--- src/rtl/tacho_meas.sv ---
// tacho_meas: two-channel tachometer measurement.
//   Both speed inputs are synchronised (2 FF) and glitch-filtered. The block
//   measures the channel-1 period and the channel-1 -> channel-2 phase delay
//   in I_clk cycles. It derives the rotation direction and keeps a signed
//   up/down pulse count.
// Parameters:
//   FILT_LEN  consecutive disagreeing samples needed before a filtered level flips (>=1)
//   TIMEOUT   cycles without a channel-1 rise before the period is declared stopped
// Ports:
//   I_clk, I_reset_n     clock, asynchronous active-low reset
//   I_spd1, I_spd2       raw speed inputs (asynchronous)
//   I_enable             measurement enable
//   I_clear              single-cycle pulse, clears O_pulse_cnt (wins over a count step)
//   O_period, O_phase    last channel-1 period / last ch1->ch2 delay, in cycles
//   O_dir                0: channel 1 leads, 1: channel 2 leads
//   O_pulse_cnt          up/down count of channel-1 rises, wraps modulo 2^32
//   O_valid              one-cycle strobe when O_period is updated
//   O_stopped            1 while no valid period measurement exists
module tacho_meas #(
  parameter int unsigned FILT_LEN = 4,
  parameter int unsigned TIMEOUT  = 25_000_000
) (
  input  logic        I_clk,
  input  logic        I_reset_n,
  input  logic        I_spd1,
  input  logic        I_spd2,
  input  logic        I_enable,
  input  logic        I_clear,
  output logic [31:0] O_period,
  output logic [31:0] O_phase,
  output logic        O_dir,
  output logic [31:0] O_pulse_cnt,
  output logic        O_valid,
  output logic        O_stopped
);

  localparam int unsigned   FW           = (FILT_LEN > 1) ? $clog2(FILT_LEN) : 1;
  localparam logic [FW-1:0] FILT_LAST    = FW'(FILT_LEN - 1);
  localparam logic [31:0]   TIMEOUT_LAST = 32'(TIMEOUT - 1);

  logic [1:0] spd_in;
  logic [1:0] rise;

  assign spd_in = {I_spd2, I_spd1};

  // Per channel: synchroniser, mismatch-run-length filter, rising-edge detect.
  genvar gi;
  generate
    for (gi = 0; gi < 2; gi++) begin : g_chan
      logic          sync1_reg;
      logic          sync2_reg;
      logic          filt_reg;
      logic          filt_d_reg;
      logic [FW-1:0] cnt_reg;

      always_ff @(posedge I_clk or negedge I_reset_n) begin
        if (!I_reset_n) begin
          sync1_reg  <= 1'b0;
          sync2_reg  <= 1'b0;
          filt_reg   <= 1'b0;
          filt_d_reg <= 1'b0;
          cnt_reg    <= '0;
        end else begin
          sync1_reg  <= spd_in[gi];
          sync2_reg  <= sync1_reg;
          filt_d_reg <= filt_reg;
          // cnt_reg counts disagreeing samples already seen; the FILT_LEN-th
          // consecutive one flips the filtered level.
          if (sync2_reg == filt_reg) begin
            cnt_reg <= '0;
          end else if (cnt_reg == FILT_LAST) begin
            filt_reg <= sync2_reg;
            cnt_reg  <= '0;
          end else begin
            cnt_reg <= cnt_reg + 1'b1;
          end
        end
      end

      assign rise[gi] = filt_reg & ~filt_d_reg;
    end
  endgenerate

  typedef enum logic [1:0] {IDLE, WAIT_FIRST, RUN} state_t;

  state_t      state_reg;
  logic [31:0] per_cnt_reg;
  logic [31:0] ph_cnt_reg;
  logic [31:0] period_reg;
  logic [31:0] phase_reg;
  logic [31:0] pulse_cnt_reg;
  logic        arm_reg;
  logic        dir_reg;
  logic        valid_reg;
  logic        stopped_reg;

  logic        r1;
  logic        r2;
  logic        ch2_level;
  logic        active;
  logic [31:0] per_inc;
  logic [31:0] ph_inc;
  logic [31:0] cnt_step;

  assign r1        = rise[0];
  assign r2        = rise[1];
  assign ch2_level = g_chan[1].filt_reg;
  assign active    = I_enable && (state_reg != IDLE);
  // Saturating +1: a stuck counter must not wrap into a short, bogus value.
  assign per_inc   = (&per_cnt_reg) ? per_cnt_reg : per_cnt_reg + 32'd1;
  assign ph_inc    = (&ph_cnt_reg)  ? ph_cnt_reg  : ph_cnt_reg  + 32'd1;
  // Channel 2 already high at a channel-1 rise means channel 2 leads: count down.
  assign cnt_step  = ch2_level ? 32'hFFFF_FFFF : 32'd1;

  always_ff @(posedge I_clk or negedge I_reset_n) begin
    if (!I_reset_n) begin
      state_reg     <= IDLE;
      per_cnt_reg   <= '0;
      ph_cnt_reg    <= '0;
      period_reg    <= '0;
      phase_reg     <= '0;
      pulse_cnt_reg <= '0;
      arm_reg       <= 1'b0;
      dir_reg       <= 1'b0;
      valid_reg     <= 1'b0;
      stopped_reg   <= 1'b1;
    end else begin
      valid_reg <= 1'b0;

      if (I_clear) begin
        pulse_cnt_reg <= '0;
      end else if (active && r1) begin
        pulse_cnt_reg <= pulse_cnt_reg + cnt_step;
      end

      if (!active) begin
        // IDLE (or leaving it): measurements restart from scratch, results hold.
        per_cnt_reg <= '0;
        ph_cnt_reg  <= '0;
        arm_reg     <= 1'b0;
        stopped_reg <= 1'b1;
        state_reg   <= I_enable ? WAIT_FIRST : IDLE;
      end else begin
        per_cnt_reg <= r1 ? 32'd0 : per_inc;
        ph_cnt_reg  <= r1 ? 32'd0 : ph_inc;

        // A coincident ch1/ch2 rise is a zero delay and re-arms for the new ch1 rise.
        if (r2 && r1) begin
          phase_reg <= '0;
        end else if (r2 && arm_reg) begin
          phase_reg <= ph_inc;
        end

        if (r1) begin
          dir_reg <= ch2_level;
          arm_reg <= 1'b1;
        end else if (r2) begin
          arm_reg <= 1'b0;
        end

        case (state_reg)
          WAIT_FIRST: begin
            if (r1) begin
              state_reg <= RUN;
            end
          end
          RUN: begin
            if (r1) begin
              period_reg  <= per_inc;
              valid_reg   <= 1'b1;
              stopped_reg <= 1'b0;
            end else if (per_cnt_reg == TIMEOUT_LAST) begin
              period_reg  <= '0;
              stopped_reg <= 1'b1;
              state_reg   <= WAIT_FIRST;
            end
          end
          default: begin
            state_reg <= IDLE;
          end
        endcase
      end
    end
  end

  assign O_period    = period_reg;
  assign O_phase     = phase_reg;
  assign O_dir       = dir_reg;
  assign O_pulse_cnt = pulse_cnt_reg;
  assign O_valid     = valid_reg;
  assign O_stopped   = stopped_reg;

endmodule

--- config.mk ---
export PLATFORM = sky130hd
export DESIGN_NAME = tacho_meas
export DESIGN_NICKNAME = d
export VERILOG_FILES = /design/src/rtl/tacho_meas.sv
export SDC_FILE = /design/constraint.sdc
export NUM_CORES = 1
export LEC_CHECK = 0
export CORE_MARGIN = 2
export CORE_UTILIZATION = 35
export DETAILED_ROUTE_END_ITERATION = 6
export DONT_BUFFER_PORTS = 1
export PLACE_DENSITY = 0.6
export SKIP_CTS_REPAIR_TIMING = 1
export SYNTH_ARGS = -nofsm -noshare
export SYNTH_HDL_FRONTEND = slang
export SYNTH_SLANG_ARGS = --single-unit
--- constraint.sdc ---
create_clock -name I_clk -period 4.85 [get_ports I_clk]
set_input_delay 1.455 -clock I_clk [delete_from_list [all_inputs] [get_ports I_clk]]
set_output_delay 1.455 -clock I_clk [all_outputs]
set_load 0.1 [all_outputs]
Word-level counts from Yosys, hierarchy flattened

Cells that the tools add are included.

Register bits after elaboration: 178
Latch bits: 0
Memory bits (writable): 0
ROM bits: 0
Output and inout port bits: 99
Memories kept: 0

Add/sub/neg operators: 5
Multiply operators: 0
Div/mod/pow operators: 0
Magnitude comparators: 0
Eq/ne operators: 13
Shifts and indexed selects: 0
Multiplexer cells: 33
Bitwise operators: 6
Reductions and logical operators: 17

Operator list:

| cell                                                                     | count |
|---|---|
| 32-bit 2-to-1 mux                                                        | 13 |
| 32-bit by 1-bit adder with 32-bit output (second input constant)         | 2 |
| 32-bit AND reduction                                                     | 2 |
| 32-bit adder                                                             | 1 |
| 32-bit by 25-bit equality test with 1-bit output (second input constant) | 1 |
| 2-bit 2-to-1 mux                                                         | 8 |
| 3-bit inequality test (second input constant)                            | 4 |
| 1-bit 2-to-1 mux                                                         | 11 |
| 2-bit AND reduction                                                      | 5 |
| 2-bit nonzero test                                                       | 4 |
| 2-bit equality test (second input constant)                              | 3 |
| 3-bit AND reduction                                                      | 2 |
| 2-bit by 1-bit adder with 2-bit output (second input constant)           | 2 |
| 1-bit logical AND                                                        | 4 |
| 1-bit inverter                                                           | 4 |
| 2-bit one-hot mux with 2 select lines                                    | 1 |
| 3-bit by 2-bit inequality test with 1-bit output (second input constant) | 1 |
| 1-bit bitwise AND                                                        | 2 |
| 1-bit equality test                                                      | 2 |
| 2-bit by 1-bit equality test with 1-bit output (second input constant)   | 1 |
| 2-bit by 1-bit inequality test with 1-bit output (second input constant) | 1 |

Logic depth before layout (Yosys ltp)

Gate-level depths: netlist (run 1).

Word-level depth: 5
Gate-level depth with buffers: 10

Least setup slack after synthesis (run 1)

No wires, ideal clock.

Kind: register -> register
Start: register pulse_cnt_reg[0], in the netlist O_pulse_cnt[0]
End: register pulse_cnt_reg[30], in the netlist O_pulse_cnt[30]
Setup time: 123 ps
Arrival time: 3178 ps
Required time: 4727 ps
Slack: 1549 ps
Stages on the path, launching flop included: 11
Buffers on the path: 0
Path through: dfrtp_1 inv_1 fa_1 nand2b_1 a211oi_1 nor2_1 a2111oi_0 a211oi_1 o31ai_1 xor2_1 a22o_1

Cells in the longest elaborated chain, start to end: 3

RTL lines:

| element                  | line | source |
|---|---|---|
| start: declaration       | 91   | `logic [31:0] pulse_cnt_reg;` |
| start signal: assignment | 133  | `pulse_cnt_reg <= pulse_cnt_reg + cnt_step;` |
| 32-bit adder             | 133  |  |
| 32-bit 2-to-1 mux        | 132  | `end else if (active && r1) begin` |
| 32-bit 2-to-1 mux        | 130  | `if (I_clear) begin` |

No other way between the ends. The select of a mux whose other input is x is not followed.
A chain may end at the register's enable or synchronous reset.

Worst setup path after layout (run 1)

Start: register g_chan[1].filt_reg, in the netlist ch2_level
End: register pulse_cnt_reg[31], in the netlist O_pulse_cnt[31]

Cells in the longest elaborated chain, start to end: 4

RTL lines:

| element                  | line | source |
|---|---|---|
| start: declaration       | 52   | `logic filt_reg;` |
| start signal: assignment | 72   | `filt_reg <= sync2_reg;` |
| 32-bit 2-to-1 mux        | 113  | `assign cnt_step = ch2_level ? 32'hFFFF_FFFF : 32'd1;` |
| 32-bit adder             | 133  |  |
| 32-bit 2-to-1 mux        | 132  |  |
| 32-bit 2-to-1 mux        | 130  |  |

No other way between the ends. The select of a mux whose other input is x is not followed.

==> results.json, run 1 <==
{
  "start_util": 0.355,
  "die_height_um": 166,
  "fmax_mhz": 283,
  "ys_async_sr_fraction": 1.00,
  "pre_cts_ws_ns": 1.28,
  "slew_viol_final": 0,
  "multi_input_area_um2": 4560,
  "cts-root-buf": "clkbuf_16",
  "cp-start-kind": "flop",
  "switching_share": 0.391,
  "reg2reg_to": "O_pulse_cnt[31]$_DFFE_PN0P_",
  "crit_end": "O_pulse_cnt[31]$_DFFE_PN0P_",
  "fin_crit_ns": 3.54,
  "critPathMaxFanout": 21,
  "netlist_area_um2": 9200,
  "clk_latency_ns": 0.43,
  "powerDensity_nw_per_um2": 415,
  "rsz0062_at_grt": "false",
  "drc": 0,
  "drtIter0Drc": 324,
  "ys_types": 67,
  "netlist_instances": 972,
  "track_usage": 0.164,
  "grt_pass1_vias": 6843,
  "worstPathRequired_ns": 5.15,
  "antenna_found_initial": 0,
  "portBuffers": 0,
  "htree_levels": 4,
  "p_seq_frac": 0.422,
  "clkPwrFrac": 0.321,
  "max_cap_violations": 0,
  "grt_pass1_wl_um": 37100,
  "clkSlewWorstSetupHoldPaths_ns": 0.07,
  "arrival_ns": 3.84,
  "timing.final.crit_share": 0.730,
  "cts_inserted_buffers": 17,
  "regArea_um2": 4460,
  "p_int_w": 0.00261,
  "comb_power_share": 0.257,
  "peakVddDrop_uv": 207,
  "wirelength_um": 21900,
  "ant_nets": 0,
  "crit_path_end_kind": "flop",
  "power_w": 0.00429,
  "r2r_start": "ch2_level$_DFFE_PN0P_",
  "io_pins": 105,
  "hpwlAfterDp_um": 15400,
  "hold_class": "reg -> reg",
  "reg2regPathDepth": 10,
  "viasPerCell": 5.21,
  "synth_edf_count": 0,
  "synthFlopType": "dfrtp_1",
  "rows": 59,
  "area_growth_pct": 12.3,
  "cts_buffer_depth": 2,
  "dr.pass1.iters": 5,
  "cts_tree": "built",
  "ys_warn_count": 0,
  "slew_headroom": 0.265,
  "yosysSeqAreaShare": 0.484,
  "finish.utilization": 0.399,
  "finalSetupTns_ns": 0,
  "syn_avg_cell_area_um2": 9.47,
  "status": "complete, no violations",
  "routabilityCongestion": 0.860,
  "final_layout_size_suffix_gt1_frac": 0.0921,
  "dr_total_vias": 6954,
  "setup_viol": 0,
  "fillers": 2574,
  "overflow": 0,
  "p_switching_w": 0.00168,
  "synth_nets": 1013,
  "whs_path_depth": 0,
  "worst_pin_slew_ns": 1.10,
  "dieWidth_um": 166,
  "p_leak_nw": 4.52,
  "die_area_um2": 27600,
  "hold_violations": 0,
  "setup_ws_ns": 1.31,
  "wl_per_cell_um": 16.4,
  "diodes": 0,
  "final.setup_skew_ns": 0.0209,
  "hold_slack_ns": 0.354,
  "worstSetupPathType": "reg -> reg",
  "startpoint": "ch2_level$_DFFE_PN0P_",
  "grt_start_max_net_pins": 179,
  "fin_nets": 1027,
  "core_area_um2": 25900,
  "cts.sinks": 178,
  "yosys_register_bits": 178,
  "rrSetupSlack_ns": 1.31
}
-- cell families after synthesis --
group	count (synthesis)	synth area share
simple gates	397	0.205
mux	8	0.00897
xor+xnor	87	0.0828
buf+inv	52	0.0215
flops	178	0.484
fa+ha+maj	35	0.0484
compound gates	215	0.150
-- cells in the final DEF, fill, tap and decap left out, types with 9 or more instances in the layout --
| cell | count |
|---|---|
| buf_4 | 34 |
| clkbuf_16 | 17 |
| nand4_1 | 18 |
| o21ai_0 | 34 |
| nor2b_1 | 9 |
| nand3_1 | 28 |
| o21ai_1 | 48 |
| ha_1 | 34 |
| xor2_1 | 48 |
| o31ai_1 | 13 |
| a21oi_1 | 55 |
| and3_1 | 16 |
| dfrtp_1 | 177 |
| a21o_1 | 17 |
| nor2_1 | 107 |
| nand2_1 | 156 |
| xnor2_1 | 39 |
| inv_1 | 13 |
-- cells in the mapped netlist (13+ instances only) --
cell type	count	area, µm²
o31ai_1	13	97.6
xnor2_1	39	342
o21ai_1	49	245
xor2_1	48	420
ha_1	34	425
dfrtp_1	177	4430
nand2_1	156	586
clkbuf_1	34	128
inv_1	13	48.8
nand3_1	28	140
a21oi_1	55	275
nand4_1	18	113
o21ai_0	34	170
nor2_1	108	405
and3_1	16	100
a21o_1	17	128
-- worst max-delay path, stage by stage, from the launching register on --
cell and delay [ns]:
dfrtp_1 0.88, buf_4 0.34, ha_1 0.32, a21oi_1 0.23, o21ai_0 0.19, a21oi_4 0.19, o21ai_1 0.14, a21o_1 0.22
a2111oi_4 0.31, mux2i_1 0.24, mux2_1 0.33
-- power by group through the flow --
stage                     clock, W  combinational, W  sequential (W)
after detailed placement         0           0.00111         0.00184
final                      0.00138           0.00110         0.00181
after CTS                  0.00142           0.00111         0.00181
after floorplan                  0          0.000697         0.00198
after global placement           0           0.00109         0.00184
after global routing       0.00150           0.00122         0.00183
-- stage by stage --
step / cells / area [µm²]
after floorplan: 972 / 9200
after global placement: 1302 / 9740
after detailed placement: 1302 / 9740
after CTS: 1334 / 10300
after global routing: 1334 / 10300
final: 1334 / 10300
-- worst min-delay path by stage --
stage / slack, ns / end / start
6_report: 0.35 / g_chan[0].sync2_reg$_DFF_PN0_ / g_chan[0].sync1_reg$_DFF_PN0_
5_1_grt: 0.36 / g_chan[0].sync2_reg$_DFF_PN0_ / g_chan[0].sync1_reg$_DFF_PN0_
4_1_cts: 0.35 / g_chan[0].sync2_reg$_DFF_PN0_ / g_chan[0].sync1_reg$_DFF_PN0_
3_5_place_dp: 0.34 / g_chan[0].sync2_reg$_DFF_PN0_ / g_chan[0].sync1_reg$_DFF_PN0_
3_3_place_gp: 0.34 / g_chan[0].sync2_reg$_DFF_PN0_ / g_chan[0].sync1_reg$_DFF_PN0_
2_1_floorplan: 0.33 / g_chan[0].sync2_reg$_DFF_PN0_ / g_chan[0].sync1_reg$_DFF_PN0_
-- cell type report --
class	instances	area share
Multi-Input combinational cell	742	0.441
Sequential cell	178	0.431
Clock buffer	18	0.0415
Tap cell	335	0.0406
Timing Repair Buffer	34	0.0247
Clock inverter	14	0.0160
Inverter	13	0.00472
-- per-layer routing --
layer / global-route usage / up-vias / share of wire / wire length (µm)
li1: - / 3415 / - / -
met1: 0.223 / 3381 / 0.47 / 10300
met2: 0.259 / 137 / 0.46 / 10200
met3: 0.0446 / 21 / 0.054 / 1180
met4: 0.0408 / 0 / 0.014 / 306
met5: 0 / - / 0 / 0
Note: power is estimated with default switching activity, not from simulation.
==> inputs of run 2 (changes only) <==
==> constraint.sdc (replaced) <==
create_clock -name I_clk -period 3.5 [get_ports I_clk]
set_input_delay 1.05 -clock I_clk [delete_from_list [all_inputs] [get_ports I_clk]]
set_output_delay 1.05 -clock I_clk [all_outputs]
set_load 0.1 [all_outputs]
==> results.json, run 2 (synthesis gave the netlist of run 1 again) <==
{
  "status": "complete, no violations",
  "clk_latency_ns": 0.44,
  "dr_total_vias": 6933,
  "area_growth_pct": 12.8,
  "cts_inserted_buffers": 17,
  "worstSetupPathType": "reg -> reg",
  "cts_tree": "built",
  "hpwlAfterDp_um": 15400,
  "io_pins": 105,
  "startpoint": "ch2_level$_DFFE_PN0P_",
  "slew_headroom": 0.296,
  "final_common_cell": "dfrtp_1",
  "rsz0062_at_grt": "false",
  "worstPathRequired_ns": 3.81,
  "r2r_start": "ch2_level$_DFFE_PN0P_",
  "start_util": 0.355,
  "setup_ws_ns": 0.446,
  "cp-start-kind": "flop",
  "fin_nets": 1035,
  "p_leak_nw": 4.56,
  "fmax_mhz": 327,
  "fin_crit_ns": 3.05,
  "diodes": 0,
  "cts-root-buf": "clkbuf_16",
  "cts.sinks": 178,
  "clkSlewWorstSetupHoldPaths_ns": 0.09,
  "grt_pass1_wl_um": 36900,
  "final_layout_size_suffix_gt1_frac": 0.0993,
  "rows": 59,
  "arrival_ns": 3.36,
  "final.setup_skew_ns": 0.0234,
  "dieWidth_um": 166,
  "hold_class": "in -> async",
  "track_usage": 0.162,
  "slew_viol_final": 0,
  "core_area_um2": 25900,
  "finalSetupTns_ns": 0,
  "layout_common_cells": "dfrtp_1, nand2_1, nor2_1",
  "die_height_um": 166,
  "hold_violations": 0,
  "htree_levels": 4,
  "dpl_cell_area_um2": 9800,
  "overflow": 0,
  "crit_path_end_kind": "flop",
  "timing.final.crit_share": 0.873,
  "peakVddDrop_uv": 399,
  "wl_per_cell_um": 16.4,
  "worst_pin_slew_ns": 1.06,
  "pre_cts_ws_ns": 0.465,
  "drc": 0,
  "routabilityCongestion": 0.864,
  "critPathMaxFanout": 23,
  "grt_pass1_vias": 7028,
  "stdcell_area_um2": 10400,
  "cts_buffer_depth": 2,
  "ant_nets": 0,
  "setup_viol": 0,
  "powerDensity_nw_per_um2": 576,
  "max_cap_violations": 0,
  "dr.pass1.iters": 5,
  "drtIter0Drc": 378,
  "wirelength_um": 22000,
  "die_area_um2": 27600,
  "antenna_found_initial": 0,
  "grt_start_max_net_pins": 179,
  "viasPerCell": 5.17,
  "portBuffers": 0,
  "fillers": 2550
}
## run 2: final cells by class
cell class	count	area [µm²]	area share
clock inverters	14	158	0.0152
repair buffers	42	315	0.0304
well taps	335	419	0.0404
inverters	13	48.8	0.00470
flip-flops and latches	178	4460	0.429
multi-input cells	742	4560	0.439
clock buffers	18	429	0.0413
## run 2: worst paths after layout
check / cells past startpoint / to / slack (ns)
worst min-delay path: 0 / O_pulse_cnt[9]$_DFFE_PN0P_ / 0.30
worst min register to register: 0 / g_chan[1].sync2_reg$_DFF_PN0_ / 0.35
worst max-delay path: 10 / O_pulse_cnt[31]$_DFFE_PN0P_ / 0.45
min in group I_clk: 0 / g_chan[1].sync2_reg$_DFF_PN0_ / 0.35
max in group asynchronous: 0 / g_chan[1].cnt_reg[1]$_DFF_PN0_ / 2.59
worst max register to register: 10 / O_pulse_cnt[31]$_DFFE_PN0P_ / 0.45
## run 2: layer usage
metal | track usage | vias to the layer above | wire (µm)
met5 | 0 | - | 0
met4 | 0.0439 | 0 | 242
met3 | 0.0343 | 14 | 1050
met2 | 0.267 | 121 | 10400
met1 | 0.217 | 3370 | 10400
li1 | - | 3428 | -
## run 2: where the power goes
part	internal [W]	switching [W]	leakage, nW
Sequential	0.00217	0.000272	2.45
Combinational	0.000506	0.00111	1.82
Clock	0.000964	0.000961	0.288
## run 2: worst max-delay path: stages (launching register included)
cell and delay [ns]:
dfrtp_1 0.39, buf_4 0.23, ha_1 0.45, o21ai_1 0.17, a211oi_2 0.33, a21oi_4 0.11
nor3b_2 0.24, nor4_1 0.12, a2111oi_4 0.34, mux2i_1 0.24, mux2_1 0.33
## run 2: stage by stage
step | total power [W] | hold slack [ns] | util | instances
floorplan | 0.00372 | 0.331 | - | 972
global placement | 0.00408 | 0.338 | 0.378 | 1310
detailed placement | 0.00410 | 0.340 | 0.378 | 1310
CTS | 0.00604 | 0.286 | 0.401 | 1342
global route | 0.00628 | 0.282 | 0.401 | 1342
finish | 0.00598 | 0.299 | 0.401 | 1342
==> inputs of run 3 (changes only) <==
--- a/config.mk
+++ b/config.mk
@@ -9,6 +9,7 @@
 export CORE_UTILIZATION = 35
 export DETAILED_ROUTE_END_ITERATION = 6
 export DONT_BUFFER_PORTS = 1
+export GPL_ROUTABILITY_DRIVEN = 0
 export PLACE_DENSITY = 0.6
 export SKIP_CTS_REPAIR_TIMING = 1
 export SYNTH_ARGS = -nofsm -noshare
==> results of run 3 <==
No change in the layout: final DEF, timing and power equal those of run 2.
